`config.mk`:
```
export PLATFORM = sky130hd
export DESIGN_NAME = seg7_scan_ctrl
export DESIGN_NICKNAME = d
export VERILOG_FILES = /design/src/rtl/seg7_pkg.sv /design/src/rtl/hex7seg_dec.sv /design/src/rtl/seg7_scan_ctrl.sv
export SDC_FILE = /design/constraint.sdc
export NUM_CORES = 1
export LEC_CHECK = 0
export BUFFER_PORTS_ARGS = -buffer_cell sky130_fd_sc_hd__buf_2
export CORE_ASPECT_RATIO = 0.6
export CORE_UTILIZATION = 55
export CTS_CLUSTER_DIAMETER = 150
export DETAILED_ROUTE_END_ITERATION = 7
export MAX_ROUTING_LAYER = met4
export PLACE_DENSITY = 0.77
export REMOVE_ABC_BUFFERS = 1
export SKIP_LAST_GASP = 1
export SYNTH_ARGS = -nofsm -noshare
export SYNTH_HDL_FRONTEND = slang
export SYNTH_SLANG_ARGS = --single-unit
```
`constraint.sdc`:
```
create_clock -name clk -period 3.8 [get_ports clk]
set_input_delay 0.57 -clock clk [delete_from_list [all_inputs] [get_ports clk]]
set_output_delay 0.57 -clock clk [all_outputs]
set_load 0.02 [all_outputs]
```
`src/rtl/seg7_pkg.sv`:
```
// Shared segment encoding for the 7-segment display blocks.
// Segments are active-low, bit0 = a .. bit6 = g.
package seg7_pkg;

    localparam int NIB_W = 4;
    localparam int SEG_W = 7;

    localparam logic [SEG_W-1:0] SEG_BLANK = 7'h7F;

    localparam logic [0:15][SEG_W-1:0] SEG_HEX = '{
        7'h40, 7'h79, 7'h24, 7'h30, 7'h19, 7'h12, 7'h02, 7'h78,
        7'h00, 7'h10, 7'h08, 7'h03, 7'h46, 7'h21, 7'h06, 7'h0E
    };

    function automatic logic [SEG_W-1:0] hex2seg(input logic [NIB_W-1:0] nib);
        return SEG_HEX[nib];
    endfunction

endpackage

```
`src/rtl/hex7seg_dec.sv`:
```
// Combinational nibble to active-low 7-segment decoder with blank override.
module hex7seg_dec
    import seg7_pkg::*;
(
    input  logic [NIB_W-1:0] nib_i,
    input  logic             blank_i,
    output logic [SEG_W-1:0] seg_o
);

    assign seg_o = blank_i ? SEG_BLANK : hex2seg(nib_i);

endmodule

```
`src/rtl/seg7_scan_ctrl.sv`:
```
// Multi-digit hex 7-segment controller: double-buffered value, static and scanned buses.
// Define SEG7_BLINK_EN to add per-digit blinking (blink_mask_i, blink_div_i).
module seg7_scan_ctrl
    import seg7_pkg::*;
#(
    parameter int NDIG     = 8,
    parameter int SCAN_DIV = 1000,
    parameter int DIV_W    = $clog2(SCAN_DIV + 1)
) (
    input  logic                  clk,
    input  logic                  rst_n,
    input  logic                  in_valid,
    output logic                  in_ready,
    input  logic [NDIG*NIB_W-1:0] in_data,
    input  logic [NDIG-1:0]       in_dp,
    input  logic                  lzs_i,
`ifdef SEG7_BLINK_EN
    input  logic [NDIG-1:0]       blink_mask_i,
    input  logic [7:0]            blink_div_i,
`endif
    output logic [NDIG*SEG_W-1:0] hex_o,
    output logic [NDIG-1:0]       dp_o,
    output logic [SEG_W-1:0]      seg_o,
    output logic                  sdp_o,
    output logic [NDIG-1:0]       dig_sel_o
);

    localparam int IDX_W = (NDIG > 1) ? $clog2(NDIG) : 1;
    localparam logic [IDX_W-1:0] IDX_LAST = IDX_W'(NDIG - 1);
    localparam logic [DIV_W-1:0] DIV_LAST = DIV_W'(SCAN_DIV - 1);

    logic [DIV_W-1:0] div_q, div_d;
    logic [IDX_W-1:0] idx_q, idx_d;
    logic             tick, frame_end, commit, accept;

    logic                        pend_vld_q, pend_vld_d;
    logic [NDIG-1:0][NIB_W-1:0]  pend_nib_q, pend_nib_d;
    logic [NDIG-1:0]             pend_dp_q, pend_dp_d;
    logic                        disp_vld_q, disp_vld_d;
    logic [NDIG-1:0][NIB_W-1:0]  disp_nib_q, disp_nib_d;
    logic [NDIG-1:0]             disp_dp_q, disp_dp_d;
    logic                        disp_lzs_q, disp_lzs_d;

    logic [NDIG-1:0]             lzs_blank, blink_blank, seg_blank, dp_blank;
    logic [NDIG-1:0][SEG_W-1:0]  hex_q, hex_d;
    logic [NDIG-1:0]             dp_q, dp_d;
    logic [SEG_W-1:0]            seg_q, seg_d;
    logic                        sdp_q;
    logic [NDIG-1:0]             sel_q, sel_d;
    logic                        lead;

    assign tick      = (div_q == DIV_LAST);
    assign frame_end = tick && (idx_q == IDX_LAST);
    assign commit    = frame_end && pend_vld_q;
    assign in_ready  = !pend_vld_q || commit;
    assign accept    = in_valid && in_ready;

    always_comb begin
        div_d = tick ? '0 : div_q + 1'b1;
        idx_d = idx_q;
        if (tick) idx_d = (idx_q == IDX_LAST) ? '0 : idx_q + 1'b1;
    end

    // Commit is applied before accept so a same-cycle refill keeps pend_vld set.
    always_comb begin
        pend_vld_d = pend_vld_q;
        pend_nib_d = pend_nib_q;
        pend_dp_d  = pend_dp_q;
        disp_vld_d = disp_vld_q;
        disp_nib_d = disp_nib_q;
        disp_dp_d  = disp_dp_q;
        disp_lzs_d = disp_lzs_q;
        if (commit) begin
            disp_vld_d = 1'b1;
            disp_nib_d = pend_nib_q;
            disp_dp_d  = pend_dp_q;
            disp_lzs_d = lzs_i;
            pend_vld_d = 1'b0;
        end
        if (accept) begin
            pend_vld_d = 1'b1;
            pend_nib_d = in_data;
            pend_dp_d  = in_dp;
        end
    end

    // Leading-zero run scanned from the top digit; digit 0 always stays lit.
    always_comb begin
        lead      = disp_lzs_d;
        lzs_blank = '0;
        for (int i = NDIG - 1; i >= 0; i--) begin
            lead         = lead && (disp_nib_d[i] == '0);
            lzs_blank[i] = lead && (i != 0);
        end
    end

`ifdef SEG7_BLINK_EN
    logic       phase_q, phase_d;
    logic [7:0] bcnt_q, bcnt_d;

    always_comb begin
        phase_d = phase_q;
        bcnt_d  = bcnt_q;
        if (frame_end) begin
            if (bcnt_q >= blink_div_i) begin
                bcnt_d  = '0;
                phase_d = !phase_q;
            end else begin
                bcnt_d = bcnt_q + 8'd1;
            end
        end
    end

    always_ff @(posedge clk) begin
        if (!rst_n) begin
            phase_q <= 1'b0;
            bcnt_q  <= '0;
        end else begin
            phase_q <= phase_d;
            bcnt_q  <= bcnt_d;
        end
    end

    assign blink_blank = blink_mask_i & {NDIG{phase_d}};
`else
    assign blink_blank = '0;
`endif

    assign seg_blank = {NDIG{!disp_vld_d}} | lzs_blank | blink_blank;
    assign dp_blank  = {NDIG{!disp_vld_d}} | blink_blank;
    assign dp_d      = ~disp_dp_d | dp_blank;
    assign sel_d     = disp_vld_d ? ~(NDIG'(1) << idx_d) : '1;

    // Outputs are decoded from next-state so they register on the commit/tick edge.
    for (genvar g = 0; g < NDIG; g++) begin : g_dec
        hex7seg_dec u_dec (
            .nib_i  (disp_nib_d[g]),
            .blank_i(seg_blank[g]),
            .seg_o  (hex_d[g])
        );
    end

    hex7seg_dec u_scan_dec (
        .nib_i  (disp_nib_d[idx_d]),
        .blank_i(seg_blank[idx_d]),
        .seg_o  (seg_d)
    );

    always_ff @(posedge clk) begin
        if (!rst_n) begin
            div_q      <= '0;
            idx_q      <= '0;
            pend_vld_q <= 1'b0;
            pend_nib_q <= '0;
            pend_dp_q  <= '0;
            disp_vld_q <= 1'b0;
            disp_nib_q <= '0;
            disp_dp_q  <= '0;
            disp_lzs_q <= 1'b0;
            hex_q      <= '1;
            dp_q       <= '1;
            seg_q      <= SEG_BLANK;
            sdp_q      <= 1'b1;
            sel_q      <= '1;
        end else begin
            div_q      <= div_d;
            idx_q      <= idx_d;
            pend_vld_q <= pend_vld_d;
            pend_nib_q <= pend_nib_d;
            pend_dp_q  <= pend_dp_d;
            disp_vld_q <= disp_vld_d;
            disp_nib_q <= disp_nib_d;
            disp_dp_q  <= disp_dp_d;
            disp_lzs_q <= disp_lzs_d;
            hex_q      <= hex_d;
            dp_q       <= dp_d;
            seg_q      <= seg_d;
            sdp_q      <= dp_d[idx_d];
            sel_q      <= sel_d;
        end
    end

    assign hex_o     = hex_q;
    assign dp_o      = dp_q;
    assign seg_o     = seg_q;
    assign sdp_o     = sdp_q;
    assign dig_sel_o = sel_q;

endmodule

```
==> Yosys cells after proc, flatten, opt, wreduce, memory -nomap -nowiden <==
Memories as Yosys holds them, arrays and structs flattened. A register that Yosys moved wholly into a read port is not among the register bits.
Cells that the tools add are included.
{ "word_totals": {"romBits": 1008, "reg_bits": 113, "output_inout_bits": 81, "n_memories": 9, "input_bits": 44, "elab_cells": 101} }
{ "op_classes": {"order_cmp": 1, "shift": 1, "n_addsub": 2, "n_mux": 14, "bitwise_logic": 14, "reduce_logical": 32, "n_eq_ne": 2} }
{ "mem_list": {"columns": ["name", "depth", "width", "read_ports", "rd_ports_with_merged_regs", "write_ports", "line_no", "source"], "rows": [
  ["(name not given)", 16, 7, 1, 1, 0, "seg7_pkg.sv:16", "return SEG_HEX[nib];"],
  ["(name not given)", 16, 7, 1, 1, 0, "seg7_pkg.sv:16", null],
  ["(name not given)", 16, 7, 1, 1, 0, "seg7_pkg.sv:16", null],
  ["(name not given)", 16, 7, 1, 1, 0, "seg7_pkg.sv:16", null],
  ["(name not given)", 16, 7, 1, 1, 0, "seg7_pkg.sv:16", null],
  ["(name not given)", 16, 7, 1, 1, 0, "seg7_pkg.sv:16", null],
  ["3 more memories", null, null, null, null, null, null, null]
]} }
{ "ops": {"columns": ["operator", "n"], "rows": [
  ["4-bit NOT with 5-bit output", 9],
  ["32-bit 2-to-1 mux", 1],
  ["4-bit logical NOT", 7],
  ["2-bit OR reduction", 10],
  ["8-bit NOT", 2],
  ["8-bit bitwise OR", 2],
  ["4-bit binary-select mux with 3-bit select", 1],
  ["10-bit by 1-bit adder with 10-bit output, second input constant", 1],
  ["10-bit == test, second input constant", 1],
  ["1-bit logical AND", 10],
  ["8-bit 2-to-1 mux", 1],
  ["1-bit by 3-bit left shift with 8-bit output, first input constant", 1],
  ["1-bit binary-select mux with 3-bit select", 2],
  ["1-bit 2-to-1 mux", 6],
  ["3-bit 2-to-1 mux", 2],
  ["3-bit by 4-bit less-than comparator with 1-bit output, second input constant", 1],
  ["4-bit 2-to-1 mux", 1],
  ["3-bit by 1-bit adder with 3-bit output, second input constant", 1],
  ["3-bit == test, second input constant", 1],
  ["1-bit logical NOT", 2],
  ["2-bit AND reduction", 1],
  ["2-bit nonzero test", 1],
  ["1-bit logical OR", 1],
  ["1-bit NOT", 1]
]} }

==> Depth between registers and ports, before layout <==
Gate-level depths: netlist of run 1.
{ "logic_depth": {"word_depth": 16, "mapped_depth": 17} }

==> By module <==
Synthesis of run 1 repeated with hierarchy kept, for this count alone.
{ "hier_totals": {"hier_cells": 1065, "hier_area_um2": 9594.2} }
{ "by_module_without_submodules": {"columns": ["mod", "instances", "cells_each", "area_each_um2"], "rows": [
  ["seg7_scan_ctrl", 1, 750, 6902.9],
  ["hex7seg_dec", 9, 35, 299.0]
]} }

==> Least setup slack after synthesis of run 1 <==
Ideal clock, no wire load.
{ "synth_path": {"kind": "register -> register", "startpoint": "reg idx_q[1]", "endpoint": "reg seg_q[0] (netlist: seg_o[0])", "required_time_ns": 3.668, "path_slack_ns": 0.414, "period_less_slack_ns": 3.386, "n_path_buf": 3, "path_stages_with_launch": 16, "arrival_ns": 3.254, "cell_sequence": "dfxtp_1 > ha_1 > ha_1 > and2_1 > nand4_4 > buf_4 > buf_4 > buf_2 > mux2i_1 > a21oi_1 > o21ai_0 > nand2_1 > ha_1 > or3_1 > o21ai_1 > o21ai_1"} }
{ "synth_via": {"elab_chain_cells": 16, "word_cells_on_any_way": 31, "classes_between": "add/sub (1); eq/ne (1); mux (9); bitwise (2); reduce/logical (18)"} }
{ "synth_rtl": {"columns": ["element", "line_no", "source"], "rows": [
  ["start: declaration", "seg7_scan_ctrl.sv:33", "logic [IDX_W-1:0] idx_q, idx_d;"],
  ["start signal: assignment", "seg7_scan_ctrl.sv:167", "idx_q <= idx_d;"],
  ["3-bit == test", "seg7_scan_ctrl.sv:53, seg7_scan_ctrl.sv:61", null],
  ["1-bit logical AND", "seg7_scan_ctrl.sv:53", "assign frame_end = tick && (idx_q == IDX_LAST);"],
  ["1-bit logical AND", "seg7_scan_ctrl.sv:54", "assign commit = frame_end && pend_vld_q;"],
  ["32-bit 2-to-1 mux", "seg7_scan_ctrl.sv:73", "if (commit) begin"],
  ["4-bit logical NOT", "seg7_scan_ctrl.sv:92", "lead = lead && (disp_nib_d[i] == '0);"],
  ["1-bit logical AND (7 in series)", "seg7_scan_ctrl.sv:92", null],
  ["8-bit bitwise OR", "seg7_scan_ctrl.sv:129", "assign seg_blank = {NDIG{!disp_vld_d}} | lzs_blank | blink_blank;"],
  ["1-bit binary-select mux with 3-bit select", "seg7_scan_ctrl.sv:145", ".blank_i(seg_blank[idx_d]),"],
  ["1-bit 2-to-1 mux (implied by the code)", "seg7_scan_ctrl.sv:145", null],
  ["2-bit OR reduction (no line)", null, null],
  ["end: declaration", "seg7_scan_ctrl.sv:47", "logic [SEG_W-1:0] seg_q, seg_d;"]
]} }
Parallel ways exist; a longest one is shown, timed or not. The select of a mux whose other input is x is not followed.
A chain may end at the register's enable or synchronous reset.

==> Worst setup path in the final report of run 1 <==
{ "layout_path": {"startpoint": "reg idx_q[0]", "endpoint": "reg hex_q (netlist bit hex_o[15])"} }
{ "layout_via": {"elab_chain_cells": 13, "word_cells_on_any_way": 22, "classes_between": "eq/ne (1); mux (3); bitwise (2); reduce/logical (16)"} }
{ "layout_rtl": {"columns": ["element", "line_no", "source"], "rows": [
  ["3-bit == test *", "seg7_scan_ctrl.sv:53", null],
  ["1-bit logical AND *", "seg7_scan_ctrl.sv:53", null],
  ["1-bit logical AND *", "seg7_scan_ctrl.sv:54", null],
  ["32-bit 2-to-1 mux", "seg7_scan_ctrl.sv:73", null],
  ["4-bit logical NOT", "seg7_scan_ctrl.sv:92", null],
  ["1-bit logical AND (6 in series)", "seg7_scan_ctrl.sv:92", null],
  ["8-bit bitwise OR", "seg7_scan_ctrl.sv:129", null],
  ["2-bit OR reduction (no line)", null, null],
  ["end: declaration", "seg7_scan_ctrl.sv:45", "logic [NDIG-1:0][SEG_W-1:0] hex_q, hex_d;"]
]} }
Every way passes the cells marked *; elsewhere a longest branch is shown, timed or not.

==> parameters.txt, run 1 <==
Parameter                              Value

Setup path
  Worst path cell trace    ha_1 > ha_1 > and2_1 > nand4_4 > buf_12 > mux2i_1 > ha_1 > nand3_2 > nor4_2 > and3_4 > and2b_1 > nand2b_4 > a311o_1
  Peak per-stage delay on the critical path    0.50 ns
  Crit. End Element    register
  Most repeated library cell on the critical path    sky130_fd_sc_hd__ha_1
  Worst setup path class    register to register
  Worst endpoint data arrival time    3.93 ns
  Worst setup SP type    register
  Number of buffers and inverters on the critical path    1
  Data required, critical path    4.17 ns
  Crit-path slowest cell    sky130_fd_sc_hd__mux2i_1
  Largest delay share family, worst path    simple AND/OR/NAND/NOR gates
  Crit path max fanout    23

CTS
  Worst-case clock buffer depth    2
  Post-CTS repair timing setup buffer count    0
  Clk sink count    176
  Source-to-sink clock delay at the later pin of the worst-skew pair    0.43 ns
  CTS H-tree depth    4
  Clock buffers created by TritonCTS    17
  Hold_buf cts    0
  Clock-pin slew reported for the worst setup and hold paths after clock tree synthesis    0.07 ns
  CTS tree    done
  Root Buffer    sky130_fd_sc_hd__clkbuf_16

Placed design
  Post-placement worst setup slack    0.2969 ns
  Post-place instance area    9419 um2
  Final RePlAce weighted congestion    0.9417
  PortBufs    124
  DP Wirelength    14.83 mm

Timing
  Final Max Slew Viols    0
  Measured slew at the worst slew-check pin    0.6681 ns
  Maximum frequency from static timing analysis    281.0 MHz
  Final Hold Vio Count    0
  Final min period    3.559 ns
  Fin Clk Skew    0.01134 ns
  Final worst slack    0.2407 ns
  RSZ-0062 raised after global routing    no
  Setup TNS    0 ns
  Worst hold margin    0.3859 ns
  Final setup viols    0
  Worst slew slack as a fraction of its limit    54.19%
  Fraction of the cycle the final worst path needs    93.67%

Floorplanning
  Cell row count    34
  Core Area    14720 um2
  Num ports    125
  DIE AREA    15860 um2
  Chip Height    97.94 um
  Die Width    161.9 um
  Effective utilization at floorplan    57.32%

Logic synthesis
  Most common cell in the synthesized netlist    sky130_fd_sc_hd__dfxtp_1
  Biggest area consumer among synthesized cells    sky130_fd_sc_hd__dfxtp_1
  Sequential fraction of the synthesis area    41.76%
  Post-synth EDFFs    0
  Mapped Cells    910
  Mean post-synth cell area    9.271 um2
  Cell Area, Synth    8437 um2
  List of most frequent post-synthesis cells    sky130_fd_sc_hd__dfxtp_1, sky130_fd_sc_hd__nand2_1, sky130_fd_sc_hd__ha_1
  Register bit count reported by yosys    176
  Post-synth cell types    71
  Proportion of register bits with asynchronous set or reset after synthesis    0%
  Dominant cells by area after synthesis    sky130_fd_sc_hd__dfxtp_1, sky130_fd_sc_hd__ha_1, sky130_fd_sc_hd__nand2_1, sky130_fd_sc_hd__mux2i_1, sky130_fd_sc_hd__a21boi_0
  Commonest register cell after synthesis    sky130_fd_sc_hd__dfxtp_1
  Number of warning messages in the yosys log    0
  Portion of synthesized cell area occupied by the leading cell type    41.76%

Global routing
  Overflow left after global routing    0
  Vias in the first global route    6558
  Total global-route track usage    27.91%
  Antenna violations before repair    0
  Maximum number of pins on one net before global-route repair    65
  Global-route wire length before repair    33.98 mm

Route
  Remaining number of nets flagged by the antenna check after routing    0
  Number of iterations in the first detailed-routing pass    8
  Count of vias placed by the detailed router    7087
  Drt total wl    20.96 mm
  Via count normalized by instance count    5.620
  Wire length per cell    16.62 um
  Number of DRC violations after detailed-routing iteration 0    479
  Number of DRC violations after detailed routing    0

Layout
  Final non-filler cell area    10050 um2
  Antenna Diode Count    0
  Synth-to-Final Area Change    19.16%
  Proportion of layout cells with a drive suffix above 1    22.48%
  # nets final    1147

Pwr
  Leakage    4.367 nW
  Worst vdd rail ir drop    0.2773 mV
  Pwr Density    386.5 nW/um2

Worst hold path
  Path category of the worst min-delay check    input pin to register

Outcome
  Outcome    complete, no violations

Run
  Reported max-cap violation count    0
-- through the flow --
step                utilization, %  std cells  power (mW)
finish                       68.30       1261       3.885
global route                 68.30       1261       4.002
CTS                          68.28       1261       3.909
detailed placement           63.99       1230       2.044
global placement             63.99       1230       2.041
floorplan                        -        873       1.981
-- state kept, by name, summed over array words and instances (netlist names) --
| signal | flops |
|---|---|
| pend_dp_q | 8 |
| pend_vld_q | 1 |
| disp_dp_q | 8 |
| dp_o | 8 |
| disp_vld_q | 1 |
| disp_nib_q | 32 |
| idx_q | 3 |
| pend_nib_q | 32 |
| disp_lzs_q | 1 |
| hex_o | 56 |
| sdp_o | 1 |
| dig_sel_o | 8 |
| seg_o | 7 |
| div_q | 10 |
-- routing by layer --
| metal | track usage (%) | wire (um) | vias to the layer above |
|---|---|---|---|
| li1 | - | - | 3467 |
| met1 | 39.50 | 10350 | 3316 |
| met2 | 39.52 | 8795 | 278 |
| met3 | 5.735 | 1493 | 26 |
| met4 | 8.926 | 327 | 0 |
| met5 | - | 0 | - |
-- worst reg2reg max path, delay by kind of cell (launching register included) --
family                     cells  cell delay (ns)
and+or+nand+nor                7             1.49
adders and majority gates      3             0.76
muxes                          1             0.51
DFF                            1             0.39
buffers and inverters          1             0.23
AOI/OAI and AO/OA              1             0.13
-- power breakdown --
group          internal, mW  switching, mW
registers              1.87         0.0245
logic                0.0447         0.0614
clock network          1.12          0.769
-- final cells by class --
| type | count | area (um2) |
|---|---|---|
| flip-flops and latches | 176 | 3523 |
| clock inverters | 13 | 201.4 |
| clock buffers | 18 | 429.2 |
| repair buffers | 159 | 895.9 |
| multi-input cells | 666 | 4639 |
| well taps | 198 | 247.7 |
| fillers | 1200 | 4666 |
| inverters | 31 | 116.4 |
-- kinds of logic after synthesis --
| kind of cell | synth area share (%) |
|---|---|
| AO/OA/AOI/OAI | 16.55 |
| flip-flops | 41.76 |
| buffers and inverters | 3.426 |
| adder cells (fa/ha/maj) | 7.712 |
| XOR/XNOR | 0.8305 |
| multiplexers | 10.66 |
| AND/OR/NAND/NOR | 19.06 |
-- cells in the final DEF, fill, tap and decap left out, types with 5 or more instances in the layout --
master / Yosys / layout
sky130_fd_sc_hd__mux2i_1: 45 / 45
sky130_fd_sc_hd__inv_1: 26 / 26
sky130_fd_sc_hd__o21ai_0: 29 / 28
sky130_fd_sc_hd__buf_2: 3 / 124
sky130_fd_sc_hd__o22ai_1: 7 / 7
sky130_fd_sc_hd__nand2_1: 167 / 167
sky130_fd_sc_hd__nor2b_1: 14 / 14
sky130_fd_sc_hd__and2_1: 35 / 35
sky130_fd_sc_hd__nand2b_1: 18 / 18
sky130_fd_sc_hd__ha_1: 52 / 52
sky130_fd_sc_hd__mux2i_2: 7 / 7
sky130_fd_sc_hd__a21boi_0: 43 / 43
sky130_fd_sc_hd__o221ai_1: 16 / 16
sky130_fd_sc_hd__buf_4: 4 / 34
sky130_fd_sc_hd__clkbuf_16: 0 / 17
sky130_fd_sc_hd__a21oi_1: 28 / 26
sky130_fd_sc_hd__xor2_1: 5 / 5
sky130_fd_sc_hd__o211ai_1: 7 / 7
sky130_fd_sc_hd__dfxtp_1: 176 / 176
sky130_fd_sc_hd__o21ai_1: 5 / 6
sky130_fd_sc_hd__nor2_1: 50 / 50
sky130_fd_sc_hd__a311o_1: 5 / 5
sky130_fd_sc_hd__nor3_1: 7 / 7
sky130_fd_sc_hd__nand3_1: 21 / 21
sky130_fd_sc_hd__a21o_1: 5 / 5
sky130_fd_sc_hd__a221o_1: 13 / 13
sky130_fd_sc_hd__mux2_2: 18 / 18
-- final timing paths --
check                                                  end  cells after the start                       from  slack (ns)
worst max-delay path                  hex_o[15]$_SDFF_PP1_                     13        idx_q[0]$_SDFF_PN0_        0.24
worst min-delay path            pend_nib_q[9]$_SDFFE_PN0P_                      3                 in_data[9]        0.39
worst max register to register        hex_o[15]$_SDFF_PP1_                     13        idx_q[0]$_SDFF_PN0_        0.24
worst min register to register   pend_dp_q[7]$_SDFFE_PN0P_                      2  pend_dp_q[7]$_SDFFE_PN0P_        0.46
-- timing repair --
item / 4_1_cts / 5_1_grt
endpoints found under the hold margin: 0 / 0
setup endpoints to repair: 0 / 3
gates resized for setup: 0 / 2
Power figures use the tool's default switching activity.
==> run 2, diff against run 1 <==
ABC_AREA = 1   (was unset)
==> parameters.txt, run 2 <==
Parameter                              Value

Timing
  Fin Clk Skew    0.01109 ns (-0.0002492 ns)
  Final Hold Vio Count    0 (unchanged)
  Final Max Slew Viols    0 (unchanged)
  Fraction of the cycle the final worst path needs    88.90% (-4.8 points)
  Final worst slack    0.4218 ns (+0.1811 ns)
  Maximum frequency from static timing analysis    296.0 MHz (+5.4%)
  RSZ-0062 raised after global routing    no
  Setup TNS    0 ns (unchanged)
  Final setup viols    0 (unchanged)
  Final min period    3.378 ns (-0.1811 ns)
  Worst slew slack as a fraction of its limit    42.61% (-12 points)
  Measured slew at the worst slew-check pin    0.8599 ns (+0.1918 ns)

CTS
  Hold_buf cts    0 (unchanged)
  Clock-pin slew reported for the worst setup and hold paths after clock tree synthesis    0.07 ns (about the same)
  Clk sink count    176 (unchanged)
  Clock buffers created by TritonCTS    17 (unchanged)
  CTS tree    done
  CTS H-tree depth    4 (unchanged)
  Source-to-sink clock delay at the later pin of the worst-skew pair    0.43 ns (about the same)
  Post-CTS repair timing setup buffer count    0 (unchanged)
  Root Buffer    sky130_fd_sc_hd__clkbuf_16
  PostCTS Resize Cnt    0 (unchanged)
  Worst-case clock buffer depth    2 (unchanged)

Layout
  # nets final    1326 (+16%)
  Synth-to-Final Area Change    16.95%
  Proportion of layout cells with a drive suffix above 1    20.37% (-2.1 points)
  Commonest non-fill, non-tap cell in the layout    sky130_fd_sc_hd__nand2_1
  Final non-filler cell area    9866 um2 (-1.9%)
  Most frequent cells in the layout    sky130_fd_sc_hd__nand2_1, sky130_fd_sc_hd__dfxtp_1, sky130_fd_sc_hd__nor2_1
  Antenna Diode Count    0 (unchanged)
  Max FFs per register    56 (unchanged)

Pwr
  Internal portion of total power    3.060 mW (+0.95%)
  Clock network fraction of design power    48.4% (about the same)
  Sequential Power Share    48.1% (-0.7 points)
  NetSw    0.8931 mW (+4.5%)
  Total chip power    3.953 mW (+1.7%)
  Worst vdd rail ir drop    0.2382 mV (-14%)
  Proportion of power drawn by combinational gates    3.6% (+0.9 points)
  Switching fraction of total power    22.60% (+0.60 points)
  Pwr Density    400.7 nW/um2 (+3.7%)
  Leakage    4.453 nW (+2.0%)

Route
  Count of vias placed by the detailed router    7667 (+8.2%)
  Remaining number of nets flagged by the antenna check after routing    0 (unchanged)
  Drt total wl    21.91 mm (+4.5%)
  Number of DRC violations after detailed routing    0 (unchanged)
  Wire length per cell    15.21 um (-8.5%)
  Via count normalized by instance count    5.324 (-5.3%)
  Number of iterations in the first detailed-routing pass    5 (-3)
  Number of DRC violations after detailed-routing iteration 0    928 (+94%)

Logic synthesis
  Biggest area consumer among synthesized cells    sky130_fd_sc_hd__dfxtp_1
  Register bit count reported by yosys    176 (unchanged)
  Commonest register cell after synthesis    sky130_fd_sc_hd__dfxtp_1
  Sequential fraction of the synthesis area    41.77% (about the same)
  Most common cell in the synthesized netlist    sky130_fd_sc_hd__nand2_1
  Mean post-synth cell area    7.613 um2 (-18%)
  Proportion of register bits with asynchronous set or reset after synthesis    0% (unchanged)
  Number of warning messages in the yosys log    0 (unchanged)
  List of most frequent post-synthesis cells    sky130_fd_sc_hd__nand2_1, sky130_fd_sc_hd__dfxtp_1, sky130_fd_sc_hd__nor2_1
  Cell Area, Synth    8436 um2 (about the same)
  Dominant cells by area after synthesis    sky130_fd_sc_hd__dfxtp_1, sky130_fd_sc_hd__nand2_1, sky130_fd_sc_hd__ha_1, sky130_fd_sc_hd__nor2_1, sky130_fd_sc_hd__inv_1
  Post-synth cell types    47 (-34%)
  Mapped Cells    1108 (+22%)
  Portion of synthesized cell area occupied by the leading cell type    41.77% (about the same)
  Post-synth EDFFs    0 (unchanged)

Setup path
  Worst endpoint data arrival time    3.68 ns (-0.25 ns)
  Worst R2R Setup Slack    0.42 ns (+0.18 ns)
  Data required, critical path    4.11 ns (-0.06 ns)
  Worst setup path class    register to register
  Crit path max fanout    19 (-17%)
  Crit. End Element    register
  Worst setup SP type    register

Outcome
  Outcome    complete, no violations

Worst hold path
  Path category of the worst min-delay check    input pin to register

Global routing
  Vias in the first global route    6809 (+3.8%)
  Overflow left after global routing    0 (unchanged)
  Total global-route track usage    28.88% (+0.96 points)
  Global-route wire length before repair    35.05 mm (+3.1%)
  Maximum number of pins on one net before global-route repair    42 (-35%)
  Antenna violations before repair    0 (unchanged)

Placed design
  Post-place instance area    9228 um2 (-2.0%)
  DP Wirelength    15.61 mm (+5.2%)
  Final RePlAce weighted congestion    0.9947 (+5.6%)
  PortBufs    124 (unchanged)
  Post-placement worst setup slack    0.4716 ns (+0.1746 ns)

Floorplanning
  Cell row count    34 (unchanged)
  Core Area    14720 um2 (unchanged)
  Effective utilization at floorplan    57.31% (about the same)
  Chip Height    97.93 um (about the same)
  DIE AREA    15850 um2 (about the same)
  Die Width    161.9 um (about the same)
  Num ports    125 (unchanged)

Run
  Reported max-cap violation count    0 (unchanged)
## run 2: cell types whose count changed after synthesis, moves of 43 or more
cell and change:
sky130_fd_sc_hd__nor2_1 +95, sky130_fd_sc_hd__a21boi_0 -43, sky130_fd_sc_hd__inv_1 +105, sky130_fd_sc_hd__nand2_1 +63, sky130_fd_sc_hd__o21ai_0 +55, sky130_fd_sc_hd__mux2i_1 -45
## run 2: worst paths after layout
path              cells past startpoint                          end                 from
hold / removal                        3  pend_nib_q[28]$_SDFFE_PN0P_          in_data[28]
setup / recovery                     20          seg_o[0]$_SDFF_PP1_  div_q[0]$_SDFF_PP0_
hold reg to reg                       1          div_q[0]$_SDFF_PP0_  div_q[0]$_SDFF_PP0_
setup reg to reg                     20          seg_o[0]$_SDFF_PP1_  div_q[0]$_SDFF_PP0_
## run 2: final cells by class
type                    count  area (um2)
clock buffers              18       439.2
multi-input cells         756        4185
fillers                  1275        4853
repair buffers            139       745.7
well taps                 198       247.7
inverters                 140       525.5
flip-flops and latches    176        3523
clock inverters            13       198.9
## run 2: power by group through the flow
stage / combinational (mW) / sequential [mW] / clock [mW]
after CTS: 0.139 / 1.90 / 1.92
after global routing: 0.156 / 1.90 / 2.00
final: 0.141 / 1.90 / 1.91
after global placement: 0.135 / 1.94 / 0
after floorplan: 0.0720 / 1.94 / 0
after detailed placement: 0.139 / 1.94 / 0
## run 2: stage by stage
stage / util, % / instances / hold slack (ns)
2_1_floorplan: - / 1072 / 0.4175
3_3_place_gp: 62.69 / 1409 / 0.4338
3_5_place_dp: 62.69 / 1409 / 0.4384
4_1_cts: 67.03 / 1440 / 0.4036
5_1_grt: 67.03 / 1440 / 0.4334
6_report: 67.03 / 1440 / 0.4008
## run 2: kinds of logic after synthesis
kind of cell               Yosys count  synth area share [%]
and+or+nand+nor                    503                 27.57
buffers and inverters              176                 8.647
adders and majority gates           52                 7.713
xor gates and xnor gates             1                0.1038
DFF                                176                 41.77
AOI/OAI and AO/OA                  200                 14.19
## run 2: critical path, stage by stage (launching register included)
cell	delay, ns
sky130_fd_sc_hd__dfxtp_1	0.36
sky130_fd_sc_hd__ha_1	0.17
sky130_fd_sc_hd__nand2_1	0.12
sky130_fd_sc_hd__nor2_2	0.16
sky130_fd_sc_hd__nand4_2	0.51
sky130_fd_sc_hd__buf_12	0.38
sky130_fd_sc_hd__nand2_1	0.07
sky130_fd_sc_hd__nand2_1	0.10
sky130_fd_sc_hd__inv_1	0.21
sky130_fd_sc_hd__nor2_1	0.06
sky130_fd_sc_hd__nor2_1	0.13
sky130_fd_sc_hd__nand2_1	0.10
sky130_fd_sc_hd__nand2_2	0.15
sky130_fd_sc_hd__inv_1	0.10
sky130_fd_sc_hd__ha_1	0.25
sky130_fd_sc_hd__nand2_1	0.11
sky130_fd_sc_hd__nand2_1	0.07
sky130_fd_sc_hd__nand2_1	0.05
sky130_fd_sc_hd__nand2_1	0.05
sky130_fd_sc_hd__inv_1	0.04
sky130_fd_sc_hd__nand2_1	0.04
## run 2: per-layer routing
| metal | global-route usage (%) | share of wire, % | up-vias |
|---|---|---|---|
| li1 | - | - | 3802 |
| met4 | 7.765 | 1.2 | 0 |
| met3 | 5.140 | 9.6 | 29 |
| met5 | - | 0 | - |
| met1 | 43.74 | 50 | 3451 |
| met2 | 38.49 | 39 | 385 |
